<file path="src/rtl/if_stage.sv">
// Instruction-fetch stage: owns the fetch PC, issues one imem request
// at a time and loads the IF/ID register under stall/redirect control.
//
// Ports:
//   clk, rst          clock, synchronous active-high reset
//   npc, redirect     redirect target and strobe resolved in EX
//   stall             hazard-unit hold of IF/ID and PC advance
//   imem_rvalid/rdata instruction memory response
//   imem_req/addr     registered request pulse and its address
//   pc, pc_plus4      current fetch PC and PC+4 to the next-PC unit
//   ifid_*            IF/ID pipeline register contents
module if_stage #(
    parameter logic [31:0] RESET_PC = 32'h0000_0000
) (
    input  logic        clk,
    input  logic        rst,
    input  logic [31:0] npc,
    input  logic        redirect,
    input  logic        stall,
    input  logic        imem_rvalid,
    input  logic [31:0] imem_rdata,
    output logic        imem_req,
    output logic [31:0] imem_addr,
    output logic [31:0] pc,
    output logic [31:0] pc_plus4,
    output logic        ifid_valid,
    output logic [31:0] ifid_pc,
    output logic [31:0] ifid_pc_plus4,
    output logic [31:0] ifid_instr
);

    localparam logic [31:0] NOP = 32'h0000_0013;

    typedef enum logic [1:0] {
        IDLE,
        WAIT,
        DROP,
        HOLD
    } state_t;

    // What happens to IF/ID on the coming edge.
    typedef enum logic [1:0] {
        OP_HOLD,
        OP_BUBBLE,
        OP_LIVE,
        OP_BUF
    } ifid_op_t;

    state_t      state;
    state_t      state_nx;
    ifid_op_t    op;

    logic [31:0] pc_q;
    logic [31:0] pc_nx;
    logic        req_q;
    logic        req_nx;
    logic [31:0] buf_q;
    logic [31:0] buf_nx;
    logic [31:0] target;

    logic        v_q;
    logic        v_nx;
    logic [31:0] ipc_q;
    logic [31:0] ipc_nx;
    logic [31:0] ip4_q;
    logic [31:0] ip4_nx;
    logic [31:0] ins_q;
    logic [31:0] ins_nx;

    assign pc            = pc_q;
    assign pc_plus4      = pc_q + 32'd4;
    assign imem_req      = req_q;
    assign imem_addr     = pc_q;
    assign ifid_valid    = v_q;
    assign ifid_pc       = ipc_q;
    assign ifid_pc_plus4 = ip4_q;
    assign ifid_instr    = ins_q;

    // Redirect targets are always word aligned.
    assign target = npc & 32'hFFFF_FFFC;

    always_comb begin
        state_nx = state;
        pc_nx    = pc_q;
        req_nx   = 1'b0;
        buf_nx   = buf_q;
        op       = OP_HOLD;
        unique case (state)
            IDLE: begin
                // Any response seen here belongs to a pre-reset request.
                req_nx   = 1'b1;
                state_nx = WAIT;
                if (redirect) begin
                    pc_nx = target;
                    op    = OP_BUBBLE;
                end else if (!stall) begin
                    op = OP_BUBBLE;
                end
            end
            WAIT: begin
                if (imem_rvalid) begin
                    if (redirect) begin
                        pc_nx  = target;
                        op     = OP_BUBBLE;
                        req_nx = 1'b1;
                    end else if (stall) begin
                        buf_nx   = imem_rdata;
                        state_nx = HOLD;
                    end else begin
                        op     = OP_LIVE;
                        pc_nx  = pc_plus4;
                        req_nx = 1'b1;
                    end
                end else if (redirect) begin
                    // Request still in flight: its answer is stale.
                    pc_nx    = target;
                    op       = OP_BUBBLE;
                    state_nx = DROP;
                end else if (!stall) begin
                    op = OP_BUBBLE;
                end
            end
            DROP: begin
                if (redirect) begin
                    pc_nx = target;
                end
                if (redirect || !stall) begin
                    op = OP_BUBBLE;
                end
                if (imem_rvalid) begin
                    req_nx   = 1'b1;
                    state_nx = WAIT;
                end
            end
            HOLD: begin
                if (redirect) begin
                    buf_nx   = '0;
                    pc_nx    = target;
                    op       = OP_BUBBLE;
                    req_nx   = 1'b1;
                    state_nx = WAIT;
                end else if (!stall) begin
                    buf_nx   = '0;
                    op       = OP_BUF;
                    pc_nx    = pc_plus4;
                    req_nx   = 1'b1;
                    state_nx = WAIT;
                end
            end
            default: begin
                state_nx = IDLE;
            end
        endcase
    end

    always_comb begin
        v_nx   = v_q;
        ipc_nx = ipc_q;
        ip4_nx = ip4_q;
        ins_nx = ins_q;
        unique case (op)
            OP_BUBBLE: begin
                v_nx   = 1'b0;
                ins_nx = NOP;
            end
            OP_LIVE: begin
                v_nx   = 1'b1;
                ipc_nx = pc_q;
                ip4_nx = pc_plus4;
                ins_nx = imem_rdata;
            end
            OP_BUF: begin
                v_nx   = 1'b1;
                ipc_nx = pc_q;
                ip4_nx = pc_plus4;
                ins_nx = buf_q;
            end
            default: begin
                v_nx = v_q;
            end
        endcase
    end

    always_ff @(posedge clk) begin
        if (rst) begin
            state <= IDLE;
            pc_q  <= RESET_PC;
            req_q <= 1'b0;
            buf_q <= '0;
            v_q   <= 1'b0;
            ipc_q <= '0;
            ip4_q <= '0;
            ins_q <= NOP;
        end else begin
            state <= state_nx;
            pc_q  <= pc_nx;
            req_q <= req_nx;
            buf_q <= buf_nx;
            v_q   <= v_nx;
            ipc_q <= ipc_nx;
            ip4_q <= ip4_nx;
            ins_q <= ins_nx;
        end
    end

endmodule

</file>
<file path="config.mk">
export PLATFORM = sky130hd
export DESIGN_NAME = if_stage
export DESIGN_NICKNAME = d
export VERILOG_FILES = /design/src/rtl/if_stage.sv
export SDC_FILE = /design/constraint.sdc
export NUM_CORES = 1
export LEC_CHECK = 0
export ABC_AREA = 1
export BUFFER_PORTS_ARGS = -buffer_cell sky130_fd_sc_hd__buf_2
export CELL_PAD_IN_SITES_DETAIL_PLACEMENT = 1
export CELL_PAD_IN_SITES_GLOBAL_PLACEMENT = 1
export CORE_MARGIN = 2
export CORE_UTILIZATION = 31
export CTS_CLUSTER_SIZE = 16
export DETAILED_ROUTE_END_ITERATION = 12
export PLACE_DENSITY_LB_ADDON = 0.05
export SETUP_SLACK_MARGIN = 0.15
export SYNTH_ARGS = -nofsm -noshare
export SYNTH_HDL_FRONTEND = slang
export SYNTH_SLANG_ARGS = --single-unit
export TNS_END_PERCENT = 5
</file>
<file path="constraint.sdc">
create_clock -name clk -period 1.45 [get_ports clk]
set_input_delay 0.145 -clock clk [delete_from_list [all_inputs] [get_ports clk]]
set_output_delay 0.145 -clock clk [all_outputs]
set_load 0.05 [all_outputs]
</file>
; ---- Yosys cells after proc, flatten, opt, wreduce, memory -nomap -nowiden
; Index checks and enable logic that the tools add are counted.
; W data, S select, Z words.
[word_totals]
register_bits = 164
in_bits = 69
out_inout_bits = 194
elab_cells = 68
[classes]
n_addsub = 1
n_eq_ne = 14
n_mux = 35
n_reduce_logical = 10
[ops]
columns = cell, count
row1 = $mux W32, 9
row2 = $pmux W32 S3, 2
row3 = $pmux W32 S2, 1
row4 = $add A32 B3 Y32 const B, 1
row5 = $mux W2, 12
row6 = $pmux W2 S4, 2
row7 = $ne A3 B3 Y1 const B, 4
row8 = $reduce_and A5 Y1, 2
row9 = $eq A2 B2 Y1 const B, 4
row10 = $ne A2 B2 Y1 const B, 4
row11 = $mux W1, 7
row12 = $eq A2 B1 Y1 const B, 2
row13 = $pmux W1 S4, 1
row14 = $reduce_bool A2 Y1, 2
row15 = $reduce_or A2 Y1, 2
row16 = $reduce_bool A3 Y1, 1
row17 = $logic_not A2 Y1, 1
row18 = $pmux W1 S2, 1
row19 = $logic_not A1 Y1, 1
row20 = $logic_or A1 B1 Y1, 1

; ---- Depth between registers and ports, before layout
[logic_depth]
word_depth = 7
depth_mapped = 12

; ---- Worst setup path before layout
; OpenSTA, ideal clock, no wires.
[synth_path]
path_type = register to register
from = register pc_q[2], in the netlist imem_addr[2]
to = register ip4_q[21], in the netlist ifid_pc_plus4[21]
setup_ns = 0.056
arrival_ns = 2.785
slack_ns = -1.391
path_stages_with_launch = 11
cell_sequence = dfxtp_1 -> inv_1 -> nor2_4 -> nand2_2 -> nor2_2 -> nand2_1 -> xor2_1 -> nand2_1 -> nand2_1 -> nand2_1 -> inv_1
[synth_via]
elab_chain_cells = 1
[synth_rtl]
columns = element, line_no
row1 = from (decl), 53  ; logic [31:0] pc_q;
row2 = from (signal assigned), 196  ; pc_q <= pc_nx;
row3 = $add A32 B3 Y32, 71  ; assign pc_plus4 = pc_q + 32'd4;
row4 = named net pc_plus4[21], 25  ; output logic [31:0] pc_plus4,
row5 = to (signal assigned), 201  ; ip4_q <= ip4_nx;
row6 = to (decl), 65  ; logic [31:0] ip4_q;
; The timed path passes the listed nets, and every way through them passes these cells.
; A chain may end at the register's enable or synchronous reset.

; ---- Worst setup path in the final report
[layout_path]
from = register pc_q[2], in the netlist imem_addr[2]
to = output port pc_plus4[17]
[layout_via]
elab_chain_cells = 1
[layout_rtl]
columns = element, line_no
row1 = $add A32 B3 Y32, 71
row2 = to (decl), 25
; Every way passes these cells.

==> run summary <==
Outcome - complete, but fails checks
Failing checks - setup timing
Critical path type - reg2out
Wire length per cell - 16.5 um
Clk Latency, worst-skew pair - 0.42 ns
Routed Wire Length - 27.3 mm
Drt drc - 0
Largest net degree at the start of global routing - 69
DR vias - 7721
Synth cell types - 34
Comb pwr share - 0.251
Clock root cell - clkbuf_16
First-pass GRT wire length - 42.6 mm
DR pass1 iterations - 4
CTS tree - done
RSZ-0062 raised after global routing - yes
FF+latch count, synth - 162
Leading area contributor after synthesis - dfxtp_1
Number of buffers created by CTS - 17
Setup ws final - -0.633 ns
Gr usage total - 0.220
PD cells - 1050 mW/mm2
Seq pwr share - 0.390
Antenna-violating nets left - 0
Post-synth top cells - 276 x nand2_1, 162 x dfxtp_1, 90 x nor2_1
Slew Viols, Final - 0
Hpwl dp - 19.5 mm
Routability cong. - 0.826
Sw frac - 0.333
Sequential area share after synthesis - 0.446
Max-Slew Margin vs Limit - 0.675
Placed cell area - 0.00987 mm2
Top cells by area, synth - dfxtp_1 45%, nand2_1 14%, a21oi_1 5.7%
MaxCap Viol Count - 0
Int Pwr - 8.26 mW
Net switching power figure - 4.13 mW
Final setup violation count - 80
Die area - 0.0247 mm2
# IOs - 263
GRT overflow - 0
Yosys top cell area share - 0.446
Nets - 1389
Post-route cell area - 0.0118 mm2
Clock share of power - 0.358
Placed Instances - 1578
Cells after synthesis - 980
P&R area growth vs syn - 62.1%
Post-Synthesis Net Count - 1050
Max Clk Rate - 480 MHz
LEAKAGE - 5.41 nW
Reg clk slew, reported paths - 0.07 ns
Final clock skew - 0.0103 ns
Syn Std Cell Area - 0.00728 mm2
Avg Synthesized Cell Area - 7.42 um2
DR vias/cell - 4.67
Clock sinks - 162
Yosys warns - 0
Crit-path max FO - 4
Count leader, synth - nand2_1
Req. time, crit path - 1.31 ns
Finished Layout Cells - 1653
Tightest Pin Transition - 0.488 ns
Initial antenna violation count - 5
Hold WC Path Type - in2reg
Power, Total - 12.4 mW
Core area - 0.0233 mm2
Tcrit/Tclk final - 1.44
DRT iter0 DRCs - 316
Die Ht - 157 um
CTS Buffer Depth - 2
Worst EP arrival - 1.94 ns
CP Launch Type - register
Proportion of layout cells with a drive suffix above 1 - 0.410
Async set-reset flop share out of synthesis - 0
Max VDD drop - 0.662 mV
CTS H-tree depth - 4
Die W - 157 um
Post-layout minimum cycle time - 2.08 ns
Hold Vio Cnt, Final - 0
Pre-CTS setup slack - -0.355 ns
Critical Path End Type - primary output
EDFF count, synth - 0
Input/output buffers - 260
Number of global-route vias before repair - 7979
Starting Density - 0.313
Primary FF master, synth - dfxtp_1
FP Rows - 56
[path summary, 6_finish.rpt]
kind / cells after the start / slack (ns) / start / end
worst min-delay path: 3 / 0.02 / imem_rdata[1] / buf_q[1]
worst max-delay path: 8 / -0.63 / imem_addr[2] / pc_plus4[17]
worst max register to register: 14 / -0.44 / imem_addr[2] / imem_addr[25]
worst min register to register: 2 / 0.46 / ifid_pc_plus4[27] / ifid_pc_plus4[27]
[area by class of cell]
| type | instances | area, um2 |
|---|---|---|
| tap | 319 | 399 |
| sequential | 162 | 3290 |
| clock buffer | 19 | 443 |
| multi-input combinational | 663 | 3950 |
| inverter | 63 | 248 |
| fill | 2804 | 11500 |
| timing repair buffer | 412 | 3330 |
| antenna | 3 | 7.51 |
| clock inverter | 12 | 123 |
[routing by layer]
metal | global-route usage | routed length, um | up-vias
li1 | - | - | 3834
met1 | 0.263 | 11700 | 3699
met2 | 0.396 | 13900 | 161
met3 | 0.0540 | 1280 | 23
met4 | 0.0476 | 344 | 4
met5 | 0 | 27 | -
[worst max-delay path: stages, from the launching register on]
cell and delay (ns):
dfxtp_4 0.36, buf_6 0.10, clkinvlp_4 0.09, nor2_4 0.18, nand2_4 0.11, nor2_4 0.20, buf_12 0.14, xor2_4 0.16
buf_6 0.18
[registers in the layout, summed over array words and instances (netlist names)]
name and count:
buf_q 32, ifid_instr 32, ifid_pc 32, imem_addr 32, ifid_pc_plus4 30, state 2
ifid_valid 1, imem_req 1
[power groups by stage]
stage / clock network [mW] / registers [mW] / logic [mW]
after floorplan: 0 / 5.47 / 1.26
after global placement: 0 / 4.91 / 2.65
after detailed placement: 0 / 4.92 / 2.67
after CTS: 4.58 / 4.83 / 3.02
after global routing: 4.76 / 4.87 / 3.31
final: 4.44 / 4.84 / 3.11
[metrics by stage]
stage	setup TNS [ns]	hold slack (ns)	util
after CTS	-25.81	0.00692	0.493
after detailed placement	-18.73	0.408	0.424
after global routing	-30.86	0.0208	0.507
final	-22.20	0.0208	0.507
after global placement	-15.62	0.404	0.424
after floorplan	-45.10	0.287	-
[cells by family (layout without fill, tap and decap cells)]
kind of cell,after synthesis,count (layout),synth area share
adder cells (fa/ha/maj),1,1,0.00172
AO/OA/AOI/OAI,201,201,0.158
buffers and inverters,155,506,0.102
other,0,3,0
flip-flops,162,162,0.446
XOR/XNOR,24,24,0.0320
AND/OR/NAND/NOR,437,437,0.261
[cells in the final DEF (no fill, tap or decap), types with 8 or more instances in the layout]
master,instances
a21oi_1,76
nor2_4,15
nand3_1,15
xor2_4,16
nand3b_1,29
dlygate4sd3_1,30
a22oi_1,20
buf_4,99
nor2_1,81
o21ai_0,40
buf_8,20
buf_2,173
buf_12,12
nand2_1,244
buf_6,78
a211oi_1,9
dfxtp_4,8
clkbuf_16,17
inv_1,55
dfxtp_2,17
dfxtp_1,137
a31oi_1,28
nand2_2,28
[timing repair]
| action | in CTS | in global routing |
|---|---|---|
| setup buffers | 9 | 2 |
| gates resized for setup | 204 | 93 |
| setup endpoints to repair | 248 | 235 |
| hold buffers | 30 | 0 |
| hold endpoints to repair | 52 | 0 |
| pin swaps | 27 | 40 |
Power figures use the tool's default switching activity.
